--- src/rtl/serial_sub_str.sv ---
// Bit-serial subtractor: diff = a - b - bin, one bit per clock, LSB first.
// The per-bit datapath is a structural full subtractor feeding a borrow flop.

module half_sub (
   input  logic x_i,
   input  logic y_i,
   output logic d_o,
   output logic bo_o
);
   assign d_o  = x_i ^ y_i;
   assign bo_o = ~x_i & y_i;
endmodule

module full_sub (
   input  logic x_i,
   input  logic y_i,
   input  logic bi_i,
   output logic d_o,
   output logic bo_o
);
   logic d1, b1, b2;

   half_sub u_hs0 (.x_i(x_i), .y_i(y_i),  .d_o(d1),  .bo_o(b1));
   half_sub u_hs1 (.x_i(d1),  .y_i(bi_i), .d_o(d_o), .bo_o(b2));

   assign bo_o = b1 | b2;
endmodule

module serial_sub_str #(
   parameter int WIDTH = 8
) (
   input  logic             clk,
   input  logic             rst_n,
   input  logic             start_i,
   input  logic [WIDTH-1:0] a_i,
   input  logic [WIDTH-1:0] b_i,
   input  logic             bin_i,
   output logic             busy_o,
   output logic             done_o,
   output logic [WIDTH-1:0] diff_o,
   output logic             bout_o
);
   localparam int CW = $clog2(WIDTH);

   typedef enum logic [1:0] {IDLE, RUN, DONE} state_t;

   state_t           state_q, state_d;
   logic [WIDTH-1:0] a_sr_q, a_sr_d;
   logic [WIDTH-1:0] b_sr_q, b_sr_d;
   logic [WIDTH-1:0] diff_q, diff_d;
   logic             brw_q, brw_d;
   logic             bout_q, bout_d;
   logic [CW-1:0]    cnt_q, cnt_d;

   logic accept, last, bit_d, bit_bo;

   // DONE accepts a new start just like IDLE, giving back-to-back operation.
   assign accept = start_i && (state_q != RUN);
   assign last   = (cnt_q == CW'(WIDTH - 1));

   full_sub u_fs (
      .x_i (a_sr_q[0]),
      .y_i (b_sr_q[0]),
      .bi_i(brw_q),
      .d_o (bit_d),
      .bo_o(bit_bo)
   );

   always_ff @(posedge clk or negedge rst_n) begin
      if (!rst_n) state_q <= IDLE;
      else        state_q <= state_d;
   end

   always_comb begin
      state_d = state_q;
      case (state_q)
         IDLE:    if (start_i) state_d = RUN;
         RUN:     if (last)    state_d = DONE;
         DONE:    state_d = start_i ? RUN : IDLE;
         default: state_d = IDLE;
      endcase
   end

   always_comb begin
      busy_o = (state_q == RUN);
      done_o = (state_q == DONE);
   end

   always_comb begin
      a_sr_d = a_sr_q;
      b_sr_d = b_sr_q;
      diff_d = diff_q;
      brw_d  = brw_q;
      bout_d = bout_q;
      cnt_d  = cnt_q;
      if (accept) begin
         a_sr_d = a_i;
         b_sr_d = b_i;
         brw_d  = bin_i;
         cnt_d  = '0;
      end else if (state_q == RUN) begin
         a_sr_d = a_sr_q >> 1;
         b_sr_d = b_sr_q >> 1;
         // Result bits enter at the MSB so bit 0 lands at the LSB after WIDTH shifts.
         diff_d = {bit_d, diff_q[WIDTH-1:1]};
         brw_d  = bit_bo;
         cnt_d  = cnt_q + CW'(1);
         if (last) bout_d = bit_bo;
      end
   end

   always_ff @(posedge clk or negedge rst_n) begin
      if (!rst_n) begin
         a_sr_q <= '0;
         b_sr_q <= '0;
         diff_q <= '0;
         brw_q  <= 1'b0;
         bout_q <= 1'b0;
         cnt_q  <= '0;
      end else begin
         a_sr_q <= a_sr_d;
         b_sr_q <= b_sr_d;
         diff_q <= diff_d;
         brw_q  <= brw_d;
         bout_q <= bout_d;
         cnt_q  <= cnt_d;
      end
   end

   assign diff_o = diff_q;
   assign bout_o = bout_q;
endmodule

--- config.mk ---
export PLATFORM = sky130hd
export DESIGN_NAME = serial_sub_str
export DESIGN_NICKNAME = d
export VERILOG_FILES = /design/src/rtl/serial_sub_str.sv
export SDC_FILE = /design/constraint.sdc
export NUM_CORES = 1
export LEC_CHECK = 0
export BUFFER_PORTS_ARGS = -buffer_cell sky130_fd_sc_hd__buf_4
export CORE_MARGIN = 1
export CORE_UTILIZATION = 40
export CTS_CLUSTER_SIZE = 24
export DETAILED_ROUTE_END_ITERATION = 8
export PLACE_DENSITY = 0.63
export SLEW_MARGIN = 10
export SYNTH_ARGS = -nofsm -noshare
export SYNTH_HDL_FRONTEND = slang
export SYNTH_SLANG_ARGS = --single-unit
--- constraint.sdc ---
create_clock -name clk -period 1.4 [get_ports clk]
set_clock_uncertainty 0.15 [all_clocks]
set_input_delay 0.14 -clock clk [delete_from_list [all_inputs] [get_ports clk]]
set_output_delay 0.14 -clock clk [all_outputs]
set_load 0.1 [all_outputs]
==> metrics.md, run 1 <==
| Metric | Value |
|---|---|
| Largest family of logic cells by synthesized area | multiplexers |
| Path type of the worst min-delay path | in -> reg |
| Most common cell after layout, fill and taps aside | buf_4 |
| Hold slack final | 0.0110 ns |
| Final net count | 167 |
| Slew HR | 73.8% |
| Min Clock Period, post-route | 1.43 ns |
| Worst Tran Pin Value | 0.393 ns |
| Mapped Nets | 121 |
| Hpwl dp | 1820 um |
| Simple-gate share of the synthesized area | 2.95% |
| Period utilization | 102% |
| Fill cells | 316 |
| CP Buf/Inv Count | 2 |
| Status | complete, but fails checks |
| Die Footprint | 4170 um^2 |
| Unrepaired setup endpoints after global routing | yes |
| Inserted Diodes | 0 |
| Vias | 917 |
| Gr ovfl total | 0 |
| Top Ports | 31 |
| DRC violations left | 0 |
| Final Max Tran Viols | 0 |
| Cells after synthesis | 98 |
| Setup TNS | -0.0638 ns |
| Crit path max-delay family | flip-flops |
| Routed wire per std cell | 14.5 um |
| Share of cells above drive strength 1 | 67.6% |
| Clock slew at reported path FFs | 0.06 ns |
| Site Rows | 22 |
| Failing checks | negative setup slack |
| First-pass GRT wire length | 4760 um |
| Worst Setup End Kind | primary output |
| CP required | 1.11 ns |
| Flip-flop and latch count after synthesis | 31 |
| Root Buffer | clkbuf_8 |
| Final setup margin | -0.0348 ns |
| Worst path max stage delay | 0.42 ns |
| Initial core utilization | 42.2% |
| CTS tree | yes |
| Mapped cell area | 1570 um^2 |
| Post-synthesis mux area share | 39.3% |
| CTS max path bufs | 2 |
| Mapped Avg Cell Area | 16.0 um^2 |
| Post-route ant nets | 0 |
| Worst path cell trace | nand2b_4, clkinvlp_4, buf_12 |
| Post-placement setup slack | 0.000494 ns |
| Area grow syn2layout | 33.6% |
| Worst skew pair latency | 0.27 ns |
| Antenna violations before repair | 0 |
| H-tree Lvls | 2 |
| Vias per cell | 4.75 |
| Final setup fails | 4 |
| FMAX | 697 MHz |
| TritonRoute pass-1 iters | 4 |
| Largest net degree at the start of global routing | 32 |
| Routed WL | 2790 um |
| Total GRT Usage | 15.5% |
| Crit path launch type | flip-flop |
| Compound-Gate Fraction of Synth Area | 0.399% |
| Most frequent cells in the layout | buf_4, mux2_4, dfrtp_1 |
| Netlist cell types | 13 |
| I/O Buffers | 30 |
| Clock buffer count from CTS | 5 |
| Clock Sinks | 31 |
| Die Y | 64.6 um |
| Die span in x | 64.6 um |
| DRT iter0 DRCs | 31 |
| Final hold vios | 0 |
| Critical Path AT | 1.14 ns |
| Gpl congestion | 0.715 |
| Synth Area in XOR/XNOR | 0% |
| Yosys warnings | 0 |
| CP Max Fanout | 3 |
| Number of max-cap violations | 0 |
| CP Class | reg -> out |
| Adder-cell share of the synthesized area | 2.87% |
| Seq/Total Area, Yosys | 49.5% |
| Vias in the first global route | 982 |
| Core Region | 3720 um^2 |
| Slowest CP cell | dfrtp_1 |
==> worst register-to-register path: stages, from the launching register on <==
cell	delay, ns
dfrtp_1	0.42
nand2b_4	0.12
clkinvlp_4	0.14
buf_4	0.18
mux2_4	0.29
==> logic make-up (layout without fill, tap and decap cells) <==
group	count (synthesis)	after routing
buffers and inverters	11	58
and+or+nand+nor	8	8
DFF	31	31
AOI/OAI and AO/OA	1	1
muxes	44	44
adders and majority gates	3	3
==> per-layer routing <==
metal / vias to the layer above / wire length (um) / global-route usage [%]
met4: 0 / 48 / 6.67
met1: 463 / 1330 / 20.9
met3: 5 / 132 / 5.63
li1: 425 / - / -
met2: 24 / 1280 / 22.4
met5: - / 0 / 0
==> state kept, by name (all words and copies together) (netlist names) <==
name     flops
cnt_q        3
bout_o       1
state_q      2
diff_o       8
a_sr_q       8
b_sr_q       8
brw_q        1
==> metrics by stage <==
stage	utilization, %	area [um^2]	instances
after floorplan	-	1580	98
final	56.4	2090	193
after CTS	56.3	2090	193
after global routing	56.4	2090	193
after global placement	50.4	1870	176
after detailed placement	50.4	1870	176
==> cells in the mapped netlist (all sizes together) <==
cell	instances	area share, %
buf	5	3.6
dfrtp	31	49
fa	1	1.3
ha	2	1.6
inv	6	1.4
mux2	38	35
mux2i	6	3.8
nand2b	2	0.80
nand3b	1	0.48
nor2	2	0.48
nor2b	3	1.2
o22ai	1	0.40
==> path summary, 6_finish.rpt <==
kind,cells past startpoint,slack [ns],start,to
worst max-delay path,3,-0.03,state_q[0],busy_o
worst min-delay path,3,0.01,bin_i,brw_q
worst max register to register,4,-0.01,state_q[0],diff_o[7]
worst min register to register,1,0.36,a_sr_q[7],a_sr_q[6]
max in group asynchronous,2,0.61,rst_n,diff_o[4]
min in group asynchronous,2,0.18,rst_n,diff_o[3]
==> area by class of cell <==
type	count	area, um^2	share of cell area, %
well taps	48	60.1	2.87
multi-input cells	56	747	35.7
repair buffers	44	379	18.1
clock buffers	8	100	4.78
flip-flops and latches	31	782	37.3
inverters	6	26.3	1.25
==> what timing repair did <==
item,4_1_cts,5_1_grt
setup buffers,6,1
pin swaps,1,0
setup endpoints to repair,4,13
resized for setup,11,3
hold buffers,3,0
endpoints found under the hold margin,33,0
Power of run 1 is left out: the tool's default activity adds up to more than one toggle a clock period on the data nets, which glitch-free logic cannot reach.
==> run 2, diff against run 1 <==
Settings changed: BUFFER_PORTS_ARGS -buffer_cell sky130_fd_sc_hd__buf_4 to default, CORE_UTILIZATION 40 to 55, DONT_BUFFER_PORTS from default to 1, PLACE_DENSITY 0.63 to 0.7.
Clock period 1.4 ns to 1.61 ns, I/O delays scaled along.
==> run 2 against run 1 <==
  * Cell count fell by 13%
  * Hold slack got worse by 0.042 ns
  * Cell area fell by 5.7%
  * Register-to-register slack improved by 0.15 ns
  * The flow finishes with violations (negative hold slack)
  * Clock-buffer cell count fell by 2
  * Critical endpoint unchanged
  * First-iteration DRC count fell by 26%
  * Non-clock buffer count fell by 5
==> metrics.md, run 2 (synthesized netlist as in run 1, its figures left out) <==
| Metric | Value |
|---|---|
| Total GRT Usage | 20.5% (was 15.5%) |
| Setup slack, reg-to-reg | 0.14 ns (was -0.01 ns) |
| Period utilization | 96.1% |
| Final hold vios | 15 (was 0) |
| Most frequent cells in the layout | mux2_4, dfrtp_1, dlygate4sd3_1 (was buf_4, mux2_4, dfrtp_1) |
| Slowest CP cell | dfrtp_1 (unchanged) |
| Failing checks | negative hold slack (was negative setup slack) |
| CP Class | reg -> out (unchanged) |
| M1 WL | 1280 um (was 1330 um) |
| Setup TNS | 0 ns (was -0.0638 ns) |
| Worst path max stage delay | 0.39 ns (was 0.42 ns) |
| Clock Sinks | 31 (unchanged) |
| Min Clock Period, post-route | 1.55 ns |
| Post-route ant nets | 0 (unchanged) |
| Vias per cell | 5.29 (was 4.75) |
| Clock buffer count from CTS | 5 (unchanged) |
| Hold buffer count at cts | 25 (was 3) |
| Die Footprint | 3070 um^2 (was 4170 um^2) |
| Hpwl dp | 1720 um (was 1820 um) |
| CTS tree | yes (unchanged) |
| Gpl congestion | 0.700 (was 0.715) |
| Hold Path End | a_sr_q[0] (was brw_q) |
| Unrepaired setup endpoints after global routing | no (was yes) |
| Core Region | 2590 um^2 (was 3720 um^2) |
| Hold Path Depth | 2 (was 3) |
| Critical Path AT | 1.24 ns (was 1.14 ns) |
| Routed WL | 2770 um (was 2790 um) |
| Met3 wire length | 123 um (was 132 um) |
| Vias | 889 (was 917) |
| Inserted Diodes | 0 (unchanged) |
| Dpl cells | 137 (was 176) |
| Hold slack final | -0.0312 ns (was 0.0110 ns) |
| R2R depth | 4 (unchanged) |
| Vias in the first global route | 972 (was 982) |
| H-tree Lvls | 2 (unchanged) |
| TritonRoute pass-1 iters | 2 (was 4) |
| Path type of the worst min-delay path | in -> reg (unchanged) |
| Area grow syn2layout | 25.9% (was 33.6%) |
| Met2 wire len | 1320 um (was 1280 um) |
| CP required | 1.30 ns (was 1.11 ns) |
| CP Buf/Inv Count | 2 (unchanged) |
| Worst Setup End Kind | primary output (unchanged) |
| Worst path cell trace | nand2b_2, clkinvlp_4, buf_12 (was nand2b_4, clkinvlp_4, buf_12) |
| Most common cell after layout, fill and taps aside | mux2_4 (was buf_4) |
| Worst hold start | start_i (was bin_i) |
| Worst Tran Pin Value | 0.282 ns (was 0.393 ns) |
| Share of cells above drive strength 1 | 44.9% (was 67.6%) |
| DRC violations left | 0 (unchanged) |
| Worst skew pair latency | 0.33 ns (was 0.27 ns) |
| Reg-to-reg endpoint | diff_o[7] (unchanged) |
| Fill cells | 173 (was 316) |
| Gr ovfl total | 0 (unchanged) |
| Crit path launch type | flip-flop (unchanged) |
| DRT iter0 DRCs | 23 (was 31) |
| Number of max-cap violations | 0 (unchanged) |
| Clock slew at reported path FFs | 0.09 ns (was 0.06 ns) |
| Top Ports | 31 (unchanged) |
| I/O Buffers | 0 (was 30) |
| Slew HR | 81.4% (was 73.8%) |
| Non-filler cells in the finished layout | 168 (was 193) |
| Die Y | 55.4 um (was 64.6 um) |
| Instance area at placement | 1660 um^2 (was 1870 um^2) |
| Highest routed layer | met4 (unchanged) |
| Largest net degree at the start of global routing | 32 (unchanged) |
| Die span in x | 55.4 um (was 64.6 um) |
| Final setup fails | 0 (was 4) |
| Status | complete, but fails checks (unchanged) |
| Crit path max-delay family | flip-flops (unchanged) |
| CP Max Fanout | 4 (was 3) |
| Final net count | 162 (was 167) |
| Initial core utilization | 60.5% (was 42.2%) |
| Worst reg2reg path startpoint | state_q[1] (was state_q[0]) |
| First-pass GRT wire length | 4700 um (was 4760 um) |
| Root Buffer | clkbuf_4 (was clkbuf_8) |
| CTS max path bufs | 2 (unchanged) |
| Routed wire per std cell | 16.5 um (was 14.5 um) |
| FMAX | 647 MHz |
| Final Max Tran Viols | 0 (unchanged) |
| Antenna violations before repair | 0 (unchanged) |
| Site Rows | 18 (was 22) |
| Fin area | 1970 um^2 (was 2090 um^2) |
==> run 2: final cells by class <==
cell class,instances,area [um^2],share of cell area [%]
clock buffers,6,41.3,2.09
inverters,6,26.3,1.33
multi-input cells,56,718,36.4
flip-flops and latches,31,776,39.3
well taps,30,37.5,1.90
repair buffers,39,375,19.0
==> run 2: worst max path at each step <==
stage / from / endpoint / slack, ns / depth (start not counted)
floorplan: state_q[0] / diff_o[6] / -0.17 / 4
global placement: a_sr_q[0] / diff_o[7] / 0.20 / 2
detailed placement: state_q[0] / cnt_q[2] / 0.17 / 3
CTS: cnt_q[1] / cnt_q[1] / 0.03 / 3
global route: state_q[1] / busy_o / 0.007 / 3
finish: state_q[1] / busy_o / 0.06 / 3
==> run 2: through the flow <==
step                util (%)  worst slack, ns
CTS                     76.6           0.0283
finish                  76.2           0.0635
detailed placement      64.2            0.169
global route            76.2          0.00728
global placement        64.2            0.199
floorplan                  -           -0.172
==> run 2: timing repair <==
item	4_1_cts	5_1_grt
resized for setup	3	0
setup endpoints to repair	1	1
gates cloned	0	0
buffers inserted	1	0
endpoints found under the hold margin	52	16
==> run 2: layer usage <==
metal	GRT usage, %	vias up
met5	0	-
met4	7.50	0
met3	7.03	7
met2	32.2	22
met1	26.3	443
li1	-	417
Power of run 2 is left out for the same reason.
